--- src/rtl/ifu_fetch_pkg.sv ---
// rtl/ifu_fetch_pkg.sv - shared types and PC helpers for the instruction fetch stage
package ifu_fetch_pkg;

   localparam int          XLEN             = 32;
   localparam logic [31:0] RESET_PC_DEFAULT = 32'h0000_0000;

   typedef struct packed {
      logic [XLEN-1:0] pc;
      logic [XLEN-1:0] instr;
   } fetch_entry_t;

   function automatic logic [XLEN-1:0] word_align(input logic [XLEN-1:0] pc);
      return {pc[XLEN-1:2], 2'b00};
   endfunction

   function automatic logic [XLEN-1:0] pc_next(input logic [XLEN-1:0] pc);
      return pc + 32'd4;
   endfunction

endpackage

--- src/rtl/ifu_fetch_if.sv ---
// rtl/ifu_fetch_if.sv - redirect, imem and IF/ID handshake bundle of the fetch stage
interface ifu_fetch_if;
   logic        ex_take_branch;
   logic [31:0] ex_target_pc;
   logic        imem_req;
   logic [31:0] imem_addr;
   logic        imem_ready;
   logic        imem_rvalid;
   logic [31:0] imem_rdata;
   logic        if_valid;
   logic [31:0] if_pc;
   logic [31:0] if_instr;
   logic        if_ready;

   modport master (
      input  ex_take_branch, ex_target_pc, imem_ready, imem_rvalid, imem_rdata, if_ready,
      output imem_req, imem_addr, if_valid, if_pc, if_instr
   );

   modport slave (
      output ex_take_branch, ex_target_pc, imem_ready, imem_rvalid, imem_rdata, if_ready,
      input  imem_req, imem_addr, if_valid, if_pc, if_instr
   );
endinterface

--- src/rtl/ifu_fifo.sv ---
// rtl/ifu_fifo.sv - synchronous FIFO with flush; push is accepted when full if a pop happens
module ifu_fifo #(
   parameter int WIDTH = 32,
   parameter int DEPTH = 2
) (
   input  logic                       clk,
   input  logic                       rst,
   input  logic                       flush,
   input  logic                       push,
   input  logic                       pop,
   input  logic [WIDTH-1:0]           din,
   output logic [WIDTH-1:0]           dout,
   output logic                       full,
   output logic                       empty,
   output logic [$clog2(DEPTH+1)-1:0] count
);
   localparam int PTR_W = (DEPTH > 1) ? $clog2(DEPTH) : 1;
   localparam int CNT_W = $clog2(DEPTH+1);

   logic [WIDTH-1:0] mem [DEPTH];
   logic [PTR_W-1:0] wr_ptr;
   logic [PTR_W-1:0] rd_ptr;
   logic             do_push;
   logic             do_pop;

   function automatic logic [PTR_W-1:0] ptr_inc(input logic [PTR_W-1:0] p);
      return (p == PTR_W'(DEPTH-1)) ? '0 : p + 1'b1;
   endfunction

   assign full    = (count == CNT_W'(DEPTH));
   assign empty   = (count == '0);
   assign do_pop  = pop && !empty;
   assign do_push = push && (!full || do_pop);
   assign dout    = mem[rd_ptr];

   always_ff @(posedge clk or posedge rst) begin
      if (rst) begin
         wr_ptr <= '0;
         rd_ptr <= '0;
         count  <= '0;
         for (int i = 0; i < DEPTH; i++) mem[i] <= '0;
      end else if (flush) begin
         wr_ptr <= '0;
         rd_ptr <= '0;
         count  <= '0;
      end else begin
         if (do_push) begin
            mem[wr_ptr] <= din;
            wr_ptr      <= ptr_inc(wr_ptr);
         end
         if (do_pop) rd_ptr <= ptr_inc(rd_ptr);
         case ({do_push, do_pop})
            2'b10:   count <= count + 1'b1;
            2'b01:   count <= count - 1'b1;
            default: count <= count;
         endcase
      end
   end
endmodule

--- src/rtl/ifu_fetch.sv ---
// rtl/ifu_fetch.sv - fetch PC, credit-limited imem requests, wrong-path drop counter
module ifu_fetch
   import ifu_fetch_pkg::*;
#(
   parameter logic [31:0] RESET_PC = RESET_PC_DEFAULT,
   parameter int          DEPTH    = 2
) (
   input logic          clk,
   input logic          rst,
   ifu_fetch_if.master  bus
);
   localparam int             CNT_W   = $clog2(DEPTH+1);
   localparam logic [CNT_W:0] DEPTH_C = (CNT_W+1)'(DEPTH);

   logic [31:0]      fetch_pc;
   logic [CNT_W-1:0] outstanding;
   logic [CNT_W-1:0] occupancy;
   logic [CNT_W-1:0] drop_cnt;
   logic [CNT_W-1:0] drop_nxt;
   logic [CNT_W:0]   inflight;
   logic [31:0]      pend_pc;
   logic             pend_full;
   logic             pend_empty;
   logic             out_full;
   logic             out_empty;
   logic             accept;
   logic             buf_push;
   logic             buf_pop;
   fetch_entry_t     head;
   fetch_entry_t     resp;

   assign inflight     = {1'b0, outstanding} + {1'b0, occupancy};
   assign bus.imem_req = !rst && !bus.ex_take_branch && !pend_full && (inflight < DEPTH_C);
   assign bus.imem_addr = fetch_pc;
   assign accept       = bus.imem_req && bus.imem_ready;

   assign bus.if_valid = !out_empty && !bus.ex_take_branch;
   assign bus.if_pc    = head.pc;
   assign bus.if_instr = head.instr;
   assign buf_pop      = bus.if_valid && bus.if_ready;
   assign buf_push     = bus.imem_rvalid && (drop_cnt == '0) && !bus.ex_take_branch;
   assign resp         = '{pc: pend_pc, instr: bus.imem_rdata};

   // The pending-PC queue depth doubles as the outstanding-request count.
   ifu_fifo #(.WIDTH(32), .DEPTH(DEPTH)) u_pend (
      .clk   (clk),
      .rst   (rst),
      .flush (1'b0),
      .push  (accept),
      .pop   (bus.imem_rvalid),
      .din   (fetch_pc),
      .dout  (pend_pc),
      .full  (pend_full),
      .empty (pend_empty),
      .count (outstanding)
   );

   ifu_fifo #(.WIDTH($bits(fetch_entry_t)), .DEPTH(DEPTH)) u_obuf (
      .clk   (clk),
      .rst   (rst),
      .flush (bus.ex_take_branch),
      .push  (buf_push),
      .pop   (buf_pop),
      .din   (resp),
      .dout  (head),
      .full  (out_full),
      .empty (out_empty),
      .count (occupancy)
   );

   // On redirect every request still in flight after this cycle's response is wrong-path.
   always_comb begin
      drop_nxt = drop_cnt;
      if (bus.ex_take_branch) begin
         drop_nxt = outstanding - (bus.imem_rvalid ? CNT_W'(1) : CNT_W'(0));
      end else if (bus.imem_rvalid && (drop_cnt != '0)) begin
         drop_nxt = drop_cnt - CNT_W'(1);
      end
   end

   always_ff @(posedge clk or posedge rst) begin
      if (rst) begin
         fetch_pc <= RESET_PC;
         drop_cnt <= '0;
      end else begin
         drop_cnt <= drop_nxt;
         if (bus.ex_take_branch) fetch_pc <= word_align(bus.ex_target_pc);
         else if (accept)        fetch_pc <= pc_next(fetch_pc);
      end
   end

   a_credit: assert property (@(posedge clk) disable iff (rst) inflight <= DEPTH_C);
   a_resp:   assert property (@(posedge clk) disable iff (rst) !(bus.imem_rvalid && pend_empty));
   a_ovf:    assert property (@(posedge clk) disable iff (rst) !(buf_push && out_full && !buf_pop));
endmodule

--- src/flat_wrapper.sv ---
// flat-port wrapper written by rule: the top's interface ports become plain ports
module ifu_fetch_flat import ifu_fetch_pkg::*;
#(
   parameter logic [31:0] RESET_PC = RESET_PC_DEFAULT,
   parameter int          DEPTH    = 2
)
  (clk, rst, bus_ex_take_branch, bus_ex_target_pc, bus_imem_ready, bus_imem_rvalid, bus_imem_rdata, bus_if_ready, bus_imem_req, bus_imem_addr, bus_if_valid, bus_if_pc, bus_if_instr);
  ifu_fetch_if bus_i ();
  input logic clk;
  input logic rst;
  input wire logic [$bits(bus_i.ex_take_branch)-1:0] bus_ex_take_branch;
  input wire logic [$bits(bus_i.ex_target_pc)-1:0] bus_ex_target_pc;
  input wire logic [$bits(bus_i.imem_ready)-1:0] bus_imem_ready;
  input wire logic [$bits(bus_i.imem_rvalid)-1:0] bus_imem_rvalid;
  input wire logic [$bits(bus_i.imem_rdata)-1:0] bus_imem_rdata;
  input wire logic [$bits(bus_i.if_ready)-1:0] bus_if_ready;
  output wire logic [$bits(bus_i.imem_req)-1:0] bus_imem_req;
  output wire logic [$bits(bus_i.imem_addr)-1:0] bus_imem_addr;
  output wire logic [$bits(bus_i.if_valid)-1:0] bus_if_valid;
  output wire logic [$bits(bus_i.if_pc)-1:0] bus_if_pc;
  output wire logic [$bits(bus_i.if_instr)-1:0] bus_if_instr;
  assign bus_i.ex_take_branch = bus_ex_take_branch;
  assign bus_i.ex_target_pc = bus_ex_target_pc;
  assign bus_i.imem_ready = bus_imem_ready;
  assign bus_i.imem_rvalid = bus_imem_rvalid;
  assign bus_i.imem_rdata = bus_imem_rdata;
  assign bus_i.if_ready = bus_if_ready;
  assign bus_imem_req = bus_i.imem_req;
  assign bus_imem_addr = bus_i.imem_addr;
  assign bus_if_valid = bus_i.if_valid;
  assign bus_if_pc = bus_i.if_pc;
  assign bus_if_instr = bus_i.if_instr;
  ifu_fetch #(.RESET_PC(RESET_PC), .DEPTH(DEPTH)) u_core (.clk(clk), .rst(rst), .bus(bus_i));
endmodule
--- config.mk ---
export PLATFORM = sky130hd
export DESIGN_NAME = ifu_fetch_flat
export DESIGN_NICKNAME = d
export VERILOG_FILES = /design/src/rtl/ifu_fetch_pkg.sv /design/src/rtl/ifu_fetch_if.sv /design/src/rtl/ifu_fifo.sv /design/src/rtl/ifu_fetch.sv /design/src/flat_wrapper.sv
export SDC_FILE = /design/constraint.sdc
export NUM_CORES = 1
export LEC_CHECK = 0
export CORE_UTILIZATION = 59
export CTS_BUF_LIST = sky130_fd_sc_hd__clkbuf_4
export CTS_CLUSTER_DIAMETER = 100
export DETAILED_ROUTE_END_ITERATION = 6
export DONT_BUFFER_PORTS = 1
export PLACE_DENSITY = 0.78
export SETUP_SLACK_MARGIN = 0.02
export SLEW_MARGIN = 20
export SYNTH_ARGS = -nofsm -noshare
export SYNTH_HDL_FRONTEND = slang
export SYNTH_HIERARCHICAL = 1
export SYNTH_SLANG_ARGS = --single-unit
--- constraint.sdc ---
create_clock -name clk -period 4.4 [get_ports clk]
set_input_delay 0.88 -clock clk [delete_from_list [all_inputs] [get_ports clk]]
set_output_delay 0.88 -clock clk [all_outputs]
set_load 0.05 [all_outputs]
==> results.tsv, run 1 <==
metric	value	unit
worstMarginPinSlew	1.04	ns
maxCapViolations	0	
power_frac_clock	0.235	
cts_hold_buf	0	
drtIter0Drc	350	
p_leak	0.00576	uW
cts_tree	done	
regToRegStartpoint	u_core/u_pend/count[0]$_DFFE_PP0P_	
die_h	139	um
cts_resized	0	
num_vias	6782	
fin_tns_setup	0	ns
clkSinkCount	232	
final_area	12000	um2
slew_viol_final	0	
drt_first_pass_iters	7	
clk_pin_slew	0.07	ns
worstSetupEndpointType	primary output	
grt-ovfl-total	0	
min_period_over_period	0.856	
route.detailed.drc	9	
hold_viol	0	
vdd_drop_max	0.290	mV
grt_pass1_vias	7417	
rows	49	
cts-htree-levels	2	
p_int	4290	uW
rsz0062_at_grt	no	
place.gp.congestion	0.858	
cp.required	3.52	ns
cts_setup_buffers	0	
gr-usage-all-layers	0.255	
cp.arrival	2.88	ns
port_buffers	0	
cp_top_family	simple AND/OR/NAND/NOR gates	
area_delta_synth_final	8.09	%
ant_nets	0	
cp_slowest_cell	nor2b_1	
synth_cells	798	
p_switching	2730	uW
clk_path_buf_depth	3	
critPathMaxStageDelay	0.87	ns
critPathBufInv	0	
place_hpwl	15800	um
drive_above_1_share	0.458	
cts_root_buf	clkbuf_4	
combPwrFrac	0.331	
setup_viol	0	
grt_pass1_wl	38900	um
die-area	19300	um2
core	18100	um2
swShare	0.389	
grt_antenna_before_repair	2	
syn_area_per_cell	13.9	um2
clk_latency	0.67	ns
status	finished, violations left	
wl	24000	um
finClkSkew	0.0318	ns
period_minus_slack	3.76	ns
startpoint	u_core/u_pend/count[0]$_DFFE_PP0P_	
fmax	266	MHz
place_area	11300	um2
violations	design-rule violations	
hold_path.class	primary input to asynchronous set/reset pin	
powerDensity	587	nW/um2
via_per_inst	6.14	
nets	914	
path_class	register to primary output	
ioPinCount	168	
p_seq_frac	0.434	
start_util	0.609	
yosys_warnings	6	
syn-cell-area	11100	um2
relSlewSlack	0.304	
crit_chain	and2_1 -> fa_1 -> nor4_1 -> nor2b_1	
startpoint_type	register	
grt_max_degree	79	
wl_per_cell	21.7	um
die_w	139	um
cts_inserted_buffers	58	
crit_fanout	9	
## routing by layer
metal | vias to the layer above | routed length [um] | global-route usage
met5 | - | 10 | 0
met4 | 2 | 393 | 0.0947
met2 | 278 | 11800 | 0.422
li1 | 2974 | - | -
met3 | 38 | 1920 | 0.0770
met1 | 3490 | 9860 | 0.316
## power by group through the flow
stage	sequential, uW	clock (uW)	combinational [uW]
6_report	3050	1650	2330
5_1_grt	3100	1820	2420
4_1_cts	3040	1700	2340
3_5_place_dp	3080	0	2330
3_3_place_gp	3030	0	2280
2_1_floorplan	2940	0	2140
## cells in the final DEF, fill, tap and decap left out, drive strengths merged, types with 3 or more instances in the layout
cell      n
a31o      3
ha        3
nand2b    6
clkinv   14
nor2b     6
dfrtp   232
and3      3
clkbuf   81
nor3      8
nor4      7
mux2    288
nor2     14
o21ai    25
buf      15
o311ai    6
nand3    15
inv      12
a31oi     3
conb     12
a21oi    10
nand4    12
mux2i     5
nand2    46
xor2      6
or4b      4
o211ai    9
xnor2     5
## state kept, by name, indices dropped and copies added (netlist names), 2 cells and up
| register | cells |
|---|---|
| u_core/u_obuf/mem | 128 |
| u_core/u_pend/mem | 64 |
| u_core/bus.imem_addr | 30 |
| u_core/drop_cnt | 2 |
| u_core/u_obuf/count | 2 |
| u_core/u_pend/count | 2 |
## path summary, 6_finish.rpt
kind | cells after the start | slack (ns) | end
min in group clk | 1 | 0.31 | u_core/u_obuf/count[0]$_DFFE_PP0P_
max reg2reg | 8 | 1.11 | u_core/u_pend/mem[38]$_DFFE_PP0P_
min | 1 | 0.15 | u_core/u_obuf/mem[50]$_DFFE_PP0P_
max | 4 | 0.64 | bus_imem_req
min reg2reg | 1 | 0.50 | u_core/u_pend/mem[19]$_DFFE_PP0P_
max in group asynchronous | 3 | 3.15 | u_core/u_obuf/rd_ptr$_DFFE_PP0P_
## layout make-up
type / instances / area (um2)
antenna: 1 / 2.50
clock buffer: 81 / 608
clock inverter: 13 / 50.0
fill: 1321 / 6190
inverter: 14 / 56.3
multi-input combinational: 519 / 4960
sequential: 232 / 5810
tap: 229 / 287
timing repair buffer: 15 / 188
## per-stage QoR
step | hold slack [ns] | instances | util | total power, uW | worst slack (ns)
after detailed placement | 0.490 | 1008 | 0.621 | 5410 | 1.11
after global routing | 0.144 | 1104 | 0.659 | 7350 | 0.512
after floorplan | 0.475 | 809 | - | 5080 | 0.851
final | 0.147 | 1104 | 0.659 | 7020 | 0.635
after CTS | 0.137 | 1102 | 0.658 | 7090 | 0.602
after global placement | 0.483 | 1008 | 0.621 | 5310 | 1.17
Power figures use the tool's default switching activity.
==> run 2: changes to the inputs <==
CORE_ASPECT_RATIO = 1.1   (was default)
CTS_CLUSTER_SIZE = 8   (was default)
==> run 2 against run 1 <==
  * The flow now finishes without violations
  * Fmax up 2.4%
  * Non-clock buffer count rose by 2
  * Sequential power barely moved
  * Die area barely moved
  * Worst hold slack improved by 0.0068 ns
  * Total power fell by 8.8%
  * Global-route usage is 0.54 points lower
  * Final area is 3.2% lower
  * Clock skew rose by 0.0029 ns
==> results.tsv, run 2 (same netlist as run 1, synthesis figures left out) <==
metric	value	unit	change
status	complete, no violations		
setup_viol	0		unchanged
relSlewSlack	0.327		+0.0228
place_hpwl	15600	um	-1.0%
powerDensity	553	nW/um2	-5.8%
cts_root_buf	clkbuf_4		
drtIter0Drc	494		+41%
clk_latency	0.61	ns	-0.06 ns
critPathMaxStageDelay	0.85	ns	-0.02 ns
cts_tree	done		
nets	892		-2.4%
start_util	0.603		-0.00665
crit_chain	and2_1 -> fa_1 -> nor4_1 -> nor2b_1		
cts_hold_buf	0		unchanged
maxCapViolations	0		unchanged
final_area	11600	um2	-3.2%
wl	23600	um	-1.6%
die_h	146	um	+4.8%
num_vias	6588		-2.9%
fin_tns_setup	0	ns	unchanged
ant_nets	0		unchanged
cts_inserted_buffers	34		-41%
cp.required	3.52	ns	about the same
gr-usage-all-layers	0.249		-0.00537
p_leak	0.00554	uW	-3.9%
place_area	11300	um2	-0.10%
crit_fanout	9		unchanged
cp_slowest_cell	nor2b_1		
path_class	register to primary output		
grt_pass1_wl	37900	um	-2.4%
cts_setup_buffers	0		unchanged
clk_path_buf_depth	3		unchanged
die-area	19300	um2	about the same
fin_util	0.631		-0.0281
total_power	6400	uW	-8.8%
drive_above_1_share	0.436		-0.0218
worstMarginPinSlew	1.01	ns	-0.0342 ns
cts_resized	0		unchanged
final_common_cell	dfrtp_1		
grt_antenna_before_repair	2		unchanged
cp.arrival	2.80	ns	-0.08 ns
startpoint_type	register		
drt_first_pass_iters	6		-1
die_w	133	um	-4.6%
core	18300	um2	+1.1%
grt_max_degree	65		-18%
route.detailed.drc	0		-9
vdd_drop_max	0.322	mV	+11%
via_per_inst	6.19		+0.79%
hold_viol	0		unchanged
cts-htree-levels	2		unchanged
clk_pin_slew	0.10	ns	+0.03 ns
hold_path.class	primary input to asynchronous set/reset pin		
final_cell_mix	dfrtp_1, mux2_2, mux2_4		
rsz0062_at_grt	no		
clkSinkCount	232		unchanged
period_minus_slack	3.68	ns	-0.0885 ns
ioPinCount	168		unchanged
grt_pass1_vias	7032		-5.2%
finClkSkew	0.0347	ns	+0.00295 ns
port_buffers	0		unchanged
largest-register	u_core/u_obuf/mem		
worstSetupEndpointType	primary output		
rows	52		+6.1%
min_period_over_period	0.836		-0.0201
fmax	272	MHz	+2.4%
grt-ovfl-total	0		unchanged
place.gp.congestion	0.859		+0.12%
slew_viol_final	0		unchanged
area_delta_synth_final	4.62	%	
wl_per_cell	22.2	um	+2.1%
largest_reg_flops	128		unchanged
[run 2: changes by cell type in the layout (fill, tap and decap cells not counted), moves of 4 or more]
cell	previous run	this run
buf_12	6	2
buf_4	9	15
clkinv_1	13	2
clkbuf_4	81	36
[run 2: worst paths after layout]
kind                                               startpoint                            endpoint  slack (ns)  depth (start not counted)
max in group asynchronous                                 rst   u_core/u_obuf/mem[24]$_DFFE_PP0P_        3.10                          3
setup reg to reg           u_core/u_pend/count[0]$_DFFE_PP0P_   u_core/u_pend/mem[48]$_DFFE_PP0P_        1.04                          8
setup / recovery           u_core/u_pend/count[0]$_DFFE_PP0P_                        bus_imem_req        0.72                          4
min in group clk                           bus_ex_take_branch    u_core/u_obuf/rd_ptr$_DFFE_PP0P_        0.33                          1
hold reg to reg              u_core/u_pend/mem[2]$_DFFE_PP0P_    u_core/u_pend/mem[2]$_DFFE_PP0P_        0.51                          1
hold / removal                                            rst  u_core/u_obuf/mem[115]$_DFFE_PP0P_        0.15                          1
[run 2: final cells by class]
type,count,area (um2)
Fill cell,1393,6780
Clock inverter,1,3.75
Timing Repair Buffer,17,153
Sequential cell,232,5810
Multi-Input combinational cell,519,4970
Clock buffer,36,270
Tap cell,243,304
Inverter,14,56.3
Antenna cell,2,5.00
[run 2: layer usage]
metal | up-vias | part of all wire | GRT usage
li1 | 2905 | - | -
met1 | 3397 | 0.41 | 0.315
met2 | 243 | 0.50 | 0.417
met3 | 43 | 0.073 | 0.0658
met4 | 0 | 0.020 | 0.0822
met5 | - | 0 | 0
[run 2: through the flow]
step	hold slack, ns	cells	worst slack [ns]
6_report	0.153	1064	0.724
5_1_grt	0.146	1064	0.546
4_1_cts	0.205	1061	0.687
3_5_place_dp	0.490	1024	1.04
3_3_place_gp	0.483	1024	1.12
2_1_floorplan	0.475	809	0.851
[run 2: power by group]
group | internal, uW | total (uW) | switching [uW]
clock network | 379 | 1060 | 681
registers | 2610 | 3020 | 415
logic | 841 | 2320 | 1480
[run 2: worst max-delay path: cells and delay by family, from the launching register on]
| family | cells | cell delay, ns |
|---|---|---|
| and+or+nand+nor | 3 | 1.29 |
| adders and majority gates | 1 | 0.44 |
| DFF | 1 | 0.47 |
